`config.mk`:
```
export PLATFORM = sky130hd
export DESIGN_NAME = axil_dsm_regs
export DESIGN_NICKNAME = d
export VERILOG_FILES = /design/src/rtl/dsm_regs_pkg.sv /design/src/rtl/axil_wr_hold.sv /design/src/rtl/axil_dsm_regs.sv
export SDC_FILE = /design/constraint.sdc
export NUM_CORES = 1
export LEC_CHECK = 0
export BUFFER_PORTS_ARGS = -buffer_cell sky130_fd_sc_hd__buf_2
export CELL_PAD_IN_SITES_DETAIL_PLACEMENT = 0
export CELL_PAD_IN_SITES_GLOBAL_PLACEMENT = 2
export CORE_ASPECT_RATIO = 1.4
export CORE_MARGIN = 4
export CORE_UTILIZATION = 29
export DETAILED_ROUTE_END_ITERATION = 10
export PLACE_DENSITY = 0.78
export RECOVER_POWER = 25
export SLEW_MARGIN = 20
export SYNTH_ARGS = -nofsm -noshare
export SYNTH_HDL_FRONTEND = slang
export SYNTH_SLANG_ARGS = --single-unit
```
`constraint.sdc`:
```
create_clock -name aclk -period 1.8 [get_ports aclk]
set_input_delay 0.36 -clock aclk [delete_from_list [all_inputs] [get_ports aclk]]
set_output_delay 0.36 -clock aclk [all_outputs]
set_load 0.02 [all_outputs]
```
`src/rtl/dsm_regs_pkg.sv`:
```
// Shared register-map offsets, CTRL bit positions and AXI response codes
// for the DSM control register block.
package dsm_regs_pkg;

   localparam int unsigned REG_ID     = 0;
   localparam int unsigned REG_CTRL   = 1;
   localparam int unsigned REG_STEP   = 2;
   localparam int unsigned REG_STATUS = 3;

   localparam int unsigned CTRL_NCO_EN    = 0;
   localparam int unsigned CTRL_DITHER_EN = 1;
   localparam int unsigned CTRL_COMMIT    = 8;

   localparam int unsigned STATUS_LOCKED = 0;
   localparam int unsigned STATUS_DIRTY  = 1;

   localparam logic [1:0] RESP_OKAY   = 2'b00;
   localparam logic [1:0] RESP_SLVERR = 2'b10;

endpackage

```
`src/rtl/axil_wr_hold.sv`:
```
// AXI4-Lite write-side capture: holds AW and W independently, pairs them into
// one write strobe and owns the B-channel valid.
module axil_wr_hold #(
   parameter int unsigned ADDR_WIDTH = 5
) (
   input  logic                  aclk,
   input  logic                  rst,
   input  logic [ADDR_WIDTH-1:0] awaddr,
   input  logic                  awvalid,
   output logic                  awready,
   input  logic [31:0]           wdata,
   input  logic [3:0]            wstrb,
   input  logic                  wvalid,
   output logic                  wready,
   output logic                  bvalid,
   input  logic                  bready,
   output logic                  wr_en_c,
   output logic [ADDR_WIDTH-1:0] wr_addr_c,
   output logic [31:0]           wr_data_c,
   output logic [3:0]            wr_strb_c
);

   logic                  aw_held_q, aw_held_n;
   logic                  w_held_q, w_held_n;
   logic [ADDR_WIDTH-1:0] addr_q;
   logic [31:0]           data_q;
   logic [3:0]            strb_q;
   logic                  bvalid_n;
   logic                  aw_hs, w_hs;

   // Pairing and next-state; a live handshake bypasses the holding register.
   always_comb begin
      aw_hs     = awvalid && awready;
      w_hs      = wvalid && wready;
      wr_en_c   = (aw_held_q || aw_hs) && (w_held_q || w_hs) && !bvalid;
      wr_addr_c = aw_held_q ? addr_q : awaddr;
      wr_data_c = w_held_q ? data_q : wdata;
      wr_strb_c = w_held_q ? strb_q : wstrb;

      aw_held_n = aw_held_q;
      w_held_n  = w_held_q;
      bvalid_n  = bvalid;
      if (aw_hs)            aw_held_n = 1'b1;
      if (w_hs)             w_held_n  = 1'b1;
      if (bvalid && bready) bvalid_n  = 1'b0;
      if (wr_en_c) begin
         aw_held_n = 1'b0;
         w_held_n  = 1'b0;
         bvalid_n  = 1'b1;
      end
   end

   // Ready is registered from the next-state so it matches !held && !bvalid.
   always_ff @(posedge aclk) begin
      if (rst) begin
         aw_held_q <= 1'b0;
         w_held_q  <= 1'b0;
         addr_q    <= '0;
         data_q    <= '0;
         strb_q    <= '0;
         bvalid    <= 1'b0;
         awready   <= 1'b0;
         wready    <= 1'b0;
      end else begin
         aw_held_q <= aw_held_n;
         w_held_q  <= w_held_n;
         if (aw_hs) addr_q <= awaddr;
         if (w_hs) begin
            data_q <= wdata;
            strb_q <= wstrb;
         end
         bvalid  <= bvalid_n;
         awready <= !aw_held_n && !bvalid_n;
         wready  <= !w_held_n && !bvalid_n;
      end
   end

endmodule

```
`src/rtl/axil_dsm_regs.sv`:
```
// AXI4-Lite register file for the DSM datapath: ID, CTRL, double-buffered
// NCO step with commit, and read-only status.
module axil_dsm_regs
   import dsm_regs_pkg::*;
#(
   parameter int unsigned ADDR_WIDTH = 5,
   parameter int unsigned ACC_WIDTH  = 32,
   parameter logic [31:0] STEP_RESET = 32'd0,
   parameter logic [31:0] ID_VALUE   = 32'h4D41_5348
) (
   input  logic                  aclk,
   input  logic                  rst,
   input  logic [ADDR_WIDTH-1:0] s_axil_awaddr,
   input  logic                  s_axil_awvalid,
   output logic                  s_axil_awready,
   input  logic [31:0]           s_axil_wdata,
   input  logic [3:0]            s_axil_wstrb,
   input  logic                  s_axil_wvalid,
   output logic                  s_axil_wready,
   output logic [1:0]            s_axil_bresp,
   output logic                  s_axil_bvalid,
   input  logic                  s_axil_bready,
   input  logic [ADDR_WIDTH-1:0] s_axil_araddr,
   input  logic                  s_axil_arvalid,
   output logic                  s_axil_arready,
   output logic [31:0]           s_axil_rdata,
   output logic [1:0]            s_axil_rresp,
   output logic                  s_axil_rvalid,
   input  logic                  s_axil_rready,
   input  logic                  mmcm_locked,
   output logic [ACC_WIDTH-1:0]  nco_step,
   output logic                  nco_step_enable,
   output logic                  dither_enable,
   output logic                  step_update
);

   localparam int unsigned IDX_W          = ADDR_WIDTH - 2;
   localparam int unsigned STEP_BYTES     = (ACC_WIDTH + 7) / 8;
   localparam logic [3:0]  STEP_STRB_MASK = 4'((1 << STEP_BYTES) - 1);

   logic                  wr_en_c;
   logic [ADDR_WIDTH-1:0] wr_addr_c;
   logic [31:0]           wr_data_c;
   logic [3:0]            wr_strb_c;

   logic [ACC_WIDTH-1:0]  shadow_q;
   logic                  dirty_q;
   logic [IDX_W-1:0]      wr_idx_c, rd_idx_c;
   logic                  wr_ctrl_c, wr_step_c, commit_c;
   logic [31:0]           step_word_c;
   logic [31:0]           rd_data_c;
   logic [1:0]            rd_resp_c;
   logic                  ar_hs_c, rvalid_n_c;
   logic                  unused_addr_bits;

   axil_wr_hold #(
      .ADDR_WIDTH (ADDR_WIDTH)
   ) u_wr_hold (
      .aclk      (aclk),
      .rst       (rst),
      .awaddr    (s_axil_awaddr),
      .awvalid   (s_axil_awvalid),
      .awready   (s_axil_awready),
      .wdata     (s_axil_wdata),
      .wstrb     (s_axil_wstrb),
      .wvalid    (s_axil_wvalid),
      .wready    (s_axil_wready),
      .bvalid    (s_axil_bvalid),
      .bready    (s_axil_bready),
      .wr_en_c   (wr_en_c),
      .wr_addr_c (wr_addr_c),
      .wr_data_c (wr_data_c),
      .wr_strb_c (wr_strb_c)
   );

   // Byte-lane offsets are not part of the decode.
   assign unused_addr_bits = ^{wr_addr_c[1:0], s_axil_araddr[1:0]};

   // Write decode and byte-merge of the shadow step.
   always_comb begin
      wr_idx_c    = wr_addr_c[ADDR_WIDTH-1:2];
      wr_ctrl_c   = wr_en_c && (wr_idx_c == IDX_W'(REG_CTRL));
      wr_step_c   = wr_en_c && (wr_idx_c == IDX_W'(REG_STEP));
      commit_c    = wr_ctrl_c && wr_strb_c[1] && wr_data_c[CTRL_COMMIT];
      step_word_c = 32'(shadow_q);
      for (int b = 0; b < 4; b++) begin
         if (wr_strb_c[b]) step_word_c[8*b +: 8] = wr_data_c[8*b +: 8];
      end
   end

   // Read mux over current (pre-write) register values.
   always_comb begin
      rd_idx_c   = s_axil_araddr[ADDR_WIDTH-1:2];
      rd_data_c  = '0;
      rd_resp_c  = RESP_OKAY;
      ar_hs_c    = s_axil_arvalid && s_axil_arready;
      rvalid_n_c = s_axil_rvalid;
      if (s_axil_rvalid && s_axil_rready) rvalid_n_c = 1'b0;
      if (ar_hs_c)                        rvalid_n_c = 1'b1;
      case (rd_idx_c)
         IDX_W'(REG_ID):   rd_data_c = ID_VALUE;
         IDX_W'(REG_CTRL): begin
            rd_data_c[CTRL_NCO_EN]    = nco_step_enable;
            rd_data_c[CTRL_DITHER_EN] = dither_enable;
         end
         IDX_W'(REG_STEP): rd_data_c = 32'(shadow_q);
         IDX_W'(REG_STATUS): begin
            rd_data_c[STATUS_LOCKED] = mmcm_locked;
            rd_data_c[STATUS_DIRTY]  = dirty_q;
         end
         default: rd_resp_c = RESP_SLVERR;
      endcase
   end

   always_ff @(posedge aclk) begin
      if (rst) begin
         shadow_q        <= ACC_WIDTH'(STEP_RESET);
         nco_step        <= ACC_WIDTH'(STEP_RESET);
         nco_step_enable <= 1'b1;
         dither_enable   <= 1'b0;
         step_update     <= 1'b0;
         dirty_q         <= 1'b0;
         s_axil_bresp    <= RESP_OKAY;
         s_axil_arready  <= 1'b0;
         s_axil_rvalid   <= 1'b0;
         s_axil_rdata    <= '0;
         s_axil_rresp    <= RESP_OKAY;
      end else begin
         step_update <= commit_c;
         if (wr_en_c) s_axil_bresp <= (wr_ctrl_c || wr_step_c) ? RESP_OKAY : RESP_SLVERR;
         if (wr_ctrl_c && wr_strb_c[0]) begin
            nco_step_enable <= wr_data_c[CTRL_NCO_EN];
            dither_enable   <= wr_data_c[CTRL_DITHER_EN];
         end
         if (wr_step_c) shadow_q <= ACC_WIDTH'(step_word_c);
         if (commit_c) begin
            nco_step <= shadow_q;
            dirty_q  <= 1'b0;
         end else if (wr_step_c && |(wr_strb_c & STEP_STRB_MASK)) begin
            dirty_q <= 1'b1;
         end
         if (ar_hs_c) begin
            s_axil_rdata <= rd_data_c;
            s_axil_rresp <= rd_resp_c;
         end
         s_axil_rvalid  <= rvalid_n_c;
         s_axil_arready <= !rvalid_n_c;
      end
   end

endmodule

```
Word-level counts from Yosys, hierarchy flattened

Index checks and enable logic that the tools add are counted.

Input bits: 54
Output and inout bits: 76
Register bits after elaboration: 152
Word-level logic and storage cells: 73

Reductions and logical operators: 31
Mux-type cells: 15
Eq/ne operators: 5

Operator list:

| operator                                       | number |
|---|---|
| one-hot mux 30 bit (2 select lines)            | 1 |
| 2-to-1 mux 32 bit                              | 1 |
| logical AND 1 bit                              | 15 |
| == test 3 x 2 -> 1 bit (second input constant) | 3 |
| 2-to-1 mux 1 bit                               | 8 |
| AND reduction 2 bit                            | 4 |
| OR reduction 4 bit                             | 2 |
| == test 3 x 1 -> 1 bit (second input constant) | 2 |
| one-hot mux 2 bit (3 select lines)             | 1 |
| logical NOT 1 bit                              | 5 |
| 2-to-1 mux 5 bit                               | 1 |
| 2-to-1 mux 2 bit                               | 2 |
| 2-to-1 mux 4 bit                               | 1 |
| logical NOT 3 bit                              | 1 |
| logical OR 1 bit                               | 3 |
| OR reduction 2 bit                             | 1 |

Logic depth before layout (Yosys ltp)

Gate-level depths: netlist of the first run.

Depth in word-level cells: 8
Gate-level depth with buffers: 7
Depth with buffers taken out: 4

Modules after synthesis

A second synthesis of the first run with hierarchy kept.

Cells, all modules: 671
Area total of the unflattened synthesis: 6964.2 sq um

By module, submodules not included:

| module        | instances | cells each | area each (sq um) | sequential area each (sq um) |
|---|---|---|---|---|
| axil_dsm_regs | 1         | 420        | 4160.2            | 2082.0 |
| axil_wr_hold  | 1         | 251        | 2803.9            | 920.9 |

Worst setup path before layout of the first run

OpenSTA, ideal clock, no wires.

Path type: register -> register
Start: reg u_wr_hold.aw_held_q
End: reg nco_step[0]
Buffers on the path: 3
Clock period less this slack: 1.758 ns
Required time: 1.683 ns
Arrival time: 1.641 ns
Library setup time: 0.117 ns
Path slack: 0.042 ns
Cell stages (with the launch flop): 8
Cells stage by stage: dfxtp_1 > buf_6 > or3b_4 > a22o_4 > o21ba_1 > buf_6 > buf_8 > a22o_1

Word-level cells in the longest chain between the ends: 6
Elaborated cells on any way between the ends: 8
Classes of those cells: eq/ne: 1; mux: 1; reduce/logical: 6

Ends and longest elaborated chain:

| element                                                                  | line                 | text |
|---|---|---|
| start: declaration                                                       | axil_wr_hold.sv:23   | `logic aw_held_q, aw_held_n;` |
| start signal: assignment                                                 | axil_wr_hold.sv:65   | `aw_held_q <= aw_held_n;` |
| parallel branches: the longest is 3 deep, another holds 2-to-1 mux 5 bit | --                   |  |
| logical AND 1 bit (*)                                                    | axil_dsm_regs.sv:82  | `wr_ctrl_c = wr_en_c && (wr_idx_c == IDX_W'(REG_CTRL));` |
| logical AND 1 bit (*) (2 in series)                                      | axil_dsm_regs.sv:84  | `commit_c = wr_ctrl_c && wr_strb_c[1] && wr_data_c[CTRL_COMMIT];` |
| end signal: assignment                                                   | axil_dsm_regs.sv:118 | `nco_step <= ACC_WIDTH'(STEP_RESET);` |
| end signal: assignment                                                   | axil_dsm_regs.sv:137 | `nco_step <= shadow_q;` |
| end: declaration                                                         | axil_dsm_regs.sv:31  | `output logic [ACC_WIDTH-1:0] nco_step,` |

Mark *: on every way between the ends.
A chain may end at the register's enable or synchronous reset.

Worst setup path after layout of the first run

Start: reg u_wr_hold.aw_held_q
End: reg nco_step[10]

Same word-level chain as after synthesis.

==> results of run 1 <==
[where the power goes]
part	internal (mW)	total, mW	switching [mW]
sequential	3.35	3.40	0.0553
combinational	0.243	0.652	0.409
clock	1.85	3.30	1.45
[synthesized netlist by cell type, types with 2 or more instances]
cell type / instances / share of area, %
o2bb2ai_1: 2 / 0.30
a21o_2: 3 / 0.45
nand3b_1: 19 / 2.4
dfxtp_1: 148 / 50
buf_8: 3 / 0.77
a21oi_1: 68 / 5.8
nand2b_1: 17 / 1.8
mux2i_1: 18 / 3.1
clkbuf_1: 28 / 1.8
buf_6: 5 / 0.96
buf_2: 6 / 0.51
xnor2_1: 2 / 0.30
buf_4: 3 / 0.38
a22oi_1: 20 / 2.6
nor2_1: 27 / 1.7
inv_1: 18 / 1.1
and2_1: 2 / 0.21
a22o_2: 2 / 0.34
mux2_2: 6 / 1.1
nand3_1: 10 / 0.85
a311oi_1: 12 / 1.8
nor3_1: 16 / 1.4
a22o_1: 30 / 4.5
nand2_1: 95 / 6.1
buf_1: 7 / 0.45
a31oi_1: 8 / 0.85
a221oi_1: 16 / 2.4
o21ai_0: 30 / 2.6
[sequential cells by signal (all words and copies together), names as in the netlist]
signal	cells
step_update	1
dirty_q	1
u_wr_hold.w_held_q	1
shadow_q	32
u_wr_hold.strb_q	4
dither_enable	1
u_wr_hold.aw_held_q	1
s_axil_rdata	32
nco_step_enable	1
s_axil_bresp	1
u_wr_hold.bvalid	1
u_wr_hold.data_q	32
s_axil_rresp	1
nco_step	32
u_wr_hold.addr_q	3
s_axil_arready	1
u_wr_hold.wready	1
u_wr_hold.awready	1
s_axil_rvalid	1
[cell type report]
type	count	area, um^2
flip-flops and latches	148	2970
clock inverters	13	98.8
fillers	2056	12500
clock buffers	19	453
repair buffers	153	891
well taps	252	315
inverters	18	67.6
multi-input cells	423	2630
[worst max-delay path, stage by stage (launching register included)]
cell	delay [ns]
dfxtp_4	0.37
or3b_4	0.38
a22o_4	0.28
o21ba_1	0.20
buf_12	0.17
a22o_2	0.21
[routing by layer]
layer / track usage (%) / part of all wire, %
met1: 19.0 / 45
met2: 24.3 / 48
met3: 3.63 / 5.0
met4: 5.31 / 1.8
met5: 0 / 0
[final timing paths]
kind                                to  cells past startpoint                 start
setup / recovery          nco_step[10]                      5   u_wr_hold.aw_held_q
hold reg to reg   u_wr_hold.data_q[21]                      2  u_wr_hold.data_q[21]
hold / removal    u_wr_hold.data_q[31]                      3      s_axil_wdata[31]
setup reg to reg          nco_step[10]                      5   u_wr_hold.aw_held_q
[stage by stage]
| stage | setup WS, ns | cells | area [um^2] | hold WS (ns) |
|---|---|---|---|---|
| floorplan | 0.0421 | 642 | 5880 | 0.431 |
| global placement | -0.0523 | 994 | 6840 | 0.437 |
| detailed placement | -0.0728 | 994 | 6840 | 0.443 |
| CTS | 0.0378 | 1026 | 7400 | 0.165 |
| global route | 0.000453 | 1026 | 7420 | 0.179 |
| finish | 0.0621 | 1026 | 7420 | 0.187 |
[logic make-up after synthesis]
| kind of cell | after synthesis | share of synthesized area [%] |
|---|---|---|
| flops | 148 | 50.4 |
| xor+xnor | 2 | 0.298 |
| buf+inv | 71 | 6.23 |
| other cells | 1 | 0.0638 |
| mux | 24 | 4.21 |
| simple gates | 197 | 16.1 |
| compound gates | 198 | 22.7 |
[repair_timing]
action / in CTS / in global routing
resized for setup: 3 / 12
setup endpoints to repair: 14 / 18
buffers inserted: 0 / 0
==> metrics.md, run 1 <==
| Metric | Value |
|---|---|
| Status | completed |
| Period Utilization, post-route | 96.5% |
| Arrival time of the worst setup path | 2.05 ns |
| Post-DP HPWL | 12.5 mm |
| Final hold vios | 0 |
| Clk buf depth | 2 |
| Row Count | 61 |
| DRT iter0 DRCs | 319 |
| Ys async rst share | 0% |
| Critical path startpoint category | register |
| Distinct cells, synth | 48 |
| DRT Pass-1 Iters | 4 |
| CTS tree | done |
| Die Height | 176 um |
| N_diodes | 0 |
| Gate count of the mapped netlist | 641 |
| First-pass GRT wire length | 26.5 mm |
| Vias per std cell | 4.94 |
| Syn-to-layout area delta | 26.2% |
| CTS Hold Bufs | 0 |
| Mean Syn Cell Area | 9.17 um^2 |
| Final TNS setup | 0 ns |
| Starting Density | 29.5% |
| Clk pin slew, worst setup/hold paths | 0.06 ns |
| GR Util All Layers | 14.9% |
| Post-synth EDFFs | 0 |
| Yosys reg bits | 148 |
| Via count | 5071 |
| CP Class | reg -> reg |
| Total Power | 7.35 mW |
| YS warnings | 0 |
| CP required | 2.11 ns |
| Largest net degree at the start of global routing | 115 |
| Seq/Total Area, Yosys | 50.4% |
| Global route overflow | 0 |
| Post-DRT Antenna Nets | 0 |
| Cell area after synthesis | 0.00588 mm^2 |
| Routed WL | 17.2 mm |
| IO Pins | 130 |
| Max Slew Vio Count | 0 |
| CP max FO | 33 |
| Worst Clk Skew | 0.00959 ns |
| DRC errors left | 0 |
| Ys flop type | dfxtp_1 |
| WL per Instance | 16.7 um |
| Root Driver | clkbuf_16 |
| Post-layout min period | 1.74 ns |
| Die Width | 128 um |
| Hold crit path type | in -> reg |
| Initial antenna violation count | 0 |
| H-tree depth | 4 |
| Most common cell after layout, fill and taps aside | dfxtp_1 |
| Worst-Margin Slew | 0.758 ns |
| Clk sinks | 148 |
| Max Clock Freq | 575 MHz |
| P_leak | 2.79 nW |
| Max Cap Viol | 0 |
| Port bufs | 123 |
| Fraction of layout cells with a size suffix above 1 | 24.7% |
| Core Area | 0.0199 mm^2 |
| Peak supply drop | 0.645 mV |
| Clk_lat worst skew | 0.42 ns |
| Nets@finish | 815 |
| PD cells | 991 mW/mm^2 |
| Relative slew margins | 49.5% |
| Setup violations, final | 0 |
| CP Capture Type | register |
| Commonest cells after routing, fill and taps aside | dfxtp_1, buf_2, nand2_1 |
| Die ar. | 0.0227 mm^2 |
| Cts bufs inserted | 17 |
| R2R setup slack | 0.06 ns |
| Vias in the first global route | 4873 |
| Fin util | 37.2% |
| RePlAce Congestion | 0.845 |
| RSZ-0062 raised after global routing | false |
Power figures use the tool's default switching activity.
==> run 2: changes to the inputs <==
- PLACE_DENSITY: 0.78 -> 0.85
- SLEW_MARGIN: 20 -> default
==> metrics.md, run 2 (same netlist as run 1, synthesis figures left out) <==
| Metric | Value |
|---|---|
| Worst hold margin | 0.189 ns (+0.00158 ns) |
| CP Cell Sequence | or3b_4 -> a22o_4 -> nor3_4 -> buf_6 -> clkbuf_16 -> a22o_1 |
| Post-DRT Antenna Nets | 0 (unchanged) |
| Pre-CTS WS | -0.0833 ns (-0.0105 ns) |
| Sw Share | 24.1% (-1.9 points) |
| Cell count along the critical path | 6 (+1) |
| Clk_lat worst skew | 0.41 ns (about the same) |
| Fraction of layout cells with a size suffix above 1 | 27.6% (+3.0 points) |
| Clk buf depth | 2 (unchanged) |
| Arrival time of the worst setup path | 2.09 ns (+0.04 ns) |
| Status | completed |
| CP required | 2.15 ns (+0.04 ns) |
| Vias per std cell | 4.75 (-3.9%) |
| Max Clock Freq | 576 MHz (+0.11%) |
| Clk pin slew, worst setup/hold paths | 0.06 ns (about the same) |
| Max Slew Vio Count | 0 (unchanged) |
| Root Driver | clkbuf_16 |
| CTS Hold Bufs | 0 (unchanged) |
| N_diodes | 0 (unchanged) |
| DRC errors left | 0 (unchanged) |
| Cell-internal power | 5.82 mW (+6.9%) |
| Worst R2R Path Depth | 6 (+1) |
| Starting Density | 29.5% (unchanged) |
| Via count | 4926 (-2.9%) |
| Largest net degree at the start of global routing | 87 (-24%) |
| Routed WL | 17.2 mm (about the same) |
| Global route overflow | 0 (unchanged) |
| Peak supply drop | 0.609 mV (-5.6%) |
| Syn-to-layout area delta | 28.7% |
| Sw Pwr | 1.85 mW (-3.1%) |
| CTS tree | done |
| Initial antenna violation count | 1 (+1) |
| Row Count | 61 (unchanged) |
| Gate power share | 8.7% (-0.2 points) |
| Worst setup path start | u_wr_hold.aw_held_q |
| Worst-Margin Slew | 0.762 ns (+0.00439 ns) |
| Post-layout min period | 1.74 ns (-0.00194 ns) |
| First-pass GRT wire length | 26.0 mm (-1.9%) |
| RR Startpoint | u_wr_hold.aw_held_q |
| CP max FO | 8 (-76%) |
| Final setup margin | 0.0641 ns (+0.00194 ns) |
| Fill count | 2044 (-0.58%) |
| Die ar. | 0.0227 mm^2 (unchanged) |
| Placed Area | 0.00686 mm^2 (+0.37%) |
| IO Pins | 130 (unchanged) |
| CP Class | reg -> reg |
| RePlAce Congestion | 0.822 (-2.7%) |
| Worst Clk Skew | 0.0104 ns (+0.000771 ns) |
| Sequential power share | 44.3% (-2.0 points) |
| CP Capture Type | register |
| Area of the multi-input gates | 0.00259 mm^2 (-1.2%) |
| Period Utilization, post-route | 96.4% (-0.11 points) |
| Flip-flop and latch area | 0.00297 mm^2 (about the same) |
| Post-DP HPWL | 11.9 mm (-4.3%) |
| Hold Path Stages | 3 (unchanged) |
| Commonest cells after routing, fill and taps aside | dfxtp_1, buf_2, nand2_1 |
| Critical path startpoint category | register |
| Core Area | 0.0199 mm^2 (unchanged) |
| Hold Path Origin | s_axil_wdata[16] |
| Die Width | 128 um (unchanged) |
| GR Util All Layers | 14.6% (-0.22 points) |
| WL per Instance | 16.6 um (-0.97%) |
| Most common cell after layout, fill and taps aside | dfxtp_1 |
| Port bufs | 123 (unchanged) |
| Cts bufs inserted | 17 (unchanged) |
| Max Cap Viol | 0 (unchanged) |
| Total Power | 7.67 mW (+4.3%) |
| Clk sinks | 148 (unchanged) |
| Vias in the first global route | 4621 (-5.2%) |
| P_leak | 2.98 nW (+6.8%) |
| Nets@finish | 826 (+1.3%) |
| Final hold vios | 0 (unchanged) |
| DRT iter0 DRCs | 333 (+4.4%) |
| Relative slew margins | 49.2% (-0.29 points) |
| DRT Pass-1 Iters | 4 (unchanged) |
| Setup violations, final | 0 (unchanged) |
| Design area | 0.00757 mm^2 (+2.0%) |
| Die Height | 176 um (unchanged) |
| Crit path largest cell delay | 0.41 ns (+0.03 ns) |
| WP buf/inv | 2 (+1) |
| Crit-path slowest cell | or3b_4 |
| Clk pwr share | 47.0% (+2.2 points) |
| PD cells | 1010 mW/mm^2 (+2.2%) |
| CP delay by family, top | simple AND/OR/NAND/NOR gates |
| Hold crit path type | in -> reg |
| H-tree depth | 4 (unchanged) |
==> run 2: cell count changes in the layout (fill, tap and decap cells not counted), sizes merged <==
cell      before  now
buf          127  160
bufinv         0    3
clkbuf        45   23
clkinv         6    7
clkinvlp       3    2
inv           22   19
==> run 2: through the flow <==
step                      cells  util (%)  setup TNS (ns)
after floorplan             642         -               0
after global placement      999      34.5           -1.75
after detailed placement    999      34.5           -2.08
after CTS                  1031      37.5               0
after global routing       1037      38.0         -0.0635
final                      1037      38.0               0
==> run 2: per-layer routing <==
metal	wire length (um)	vias to the layer above	global-route usage, %	share of wire (%)
li1	-	2551	-	-
met1	7820	2275	19.4	45
met2	8500	90	23.1	49
met3	733	8	3.90	4.3
met4	135	2	4.87	0.79
met5	7	-	0	0.041
==> run 2: layout make-up <==
type	instances	area share (%)
timing repair buffer	164	13.6
sequential	148	39.2
clock buffer	19	5.85
tap	252	4.16
inverter	18	0.892
multi-input combinational	423	34.3
clock inverter	13	2.07
==> run 2: power groups by stage <==
stage | clock network, mW | logic (mW) | registers, mW
2_1_floorplan | 0 | 0.395 | 3.47
3_3_place_gp | 0 | 0.662 | 3.46
3_5_place_dp | 0 | 0.665 | 3.47
4_1_cts | 3.69 | 0.667 | 3.39
5_1_grt | 3.83 | 0.741 | 3.40
6_report | 3.61 | 0.668 | 3.39
==> run 2: path summary, 6_finish.rpt <==
check | end | slack, ns
max reg2reg | nco_step[12] | 0.06
min reg2reg | s_axil_rdata[24] | 0.45
min | u_wr_hold.data_q[16] | 0.19
max | nco_step[12] | 0.06
==> run 2: worst register-to-register path: cells and delay by family, from the launching register on <==
family,cells,cell delay [ns]
AO/OA/AOI/OAI,2,0.43
buffers and inverters,2,0.31
flip-flops,1,0.33
AND/OR/NAND/NOR,2,0.61
==> run 2: what timing repair did <==
action	CTS	global route
setup endpoints to repair	0	61
buffers inserted	0	3
endpoints found under the hold margin	0	0
resized for setup	0	9
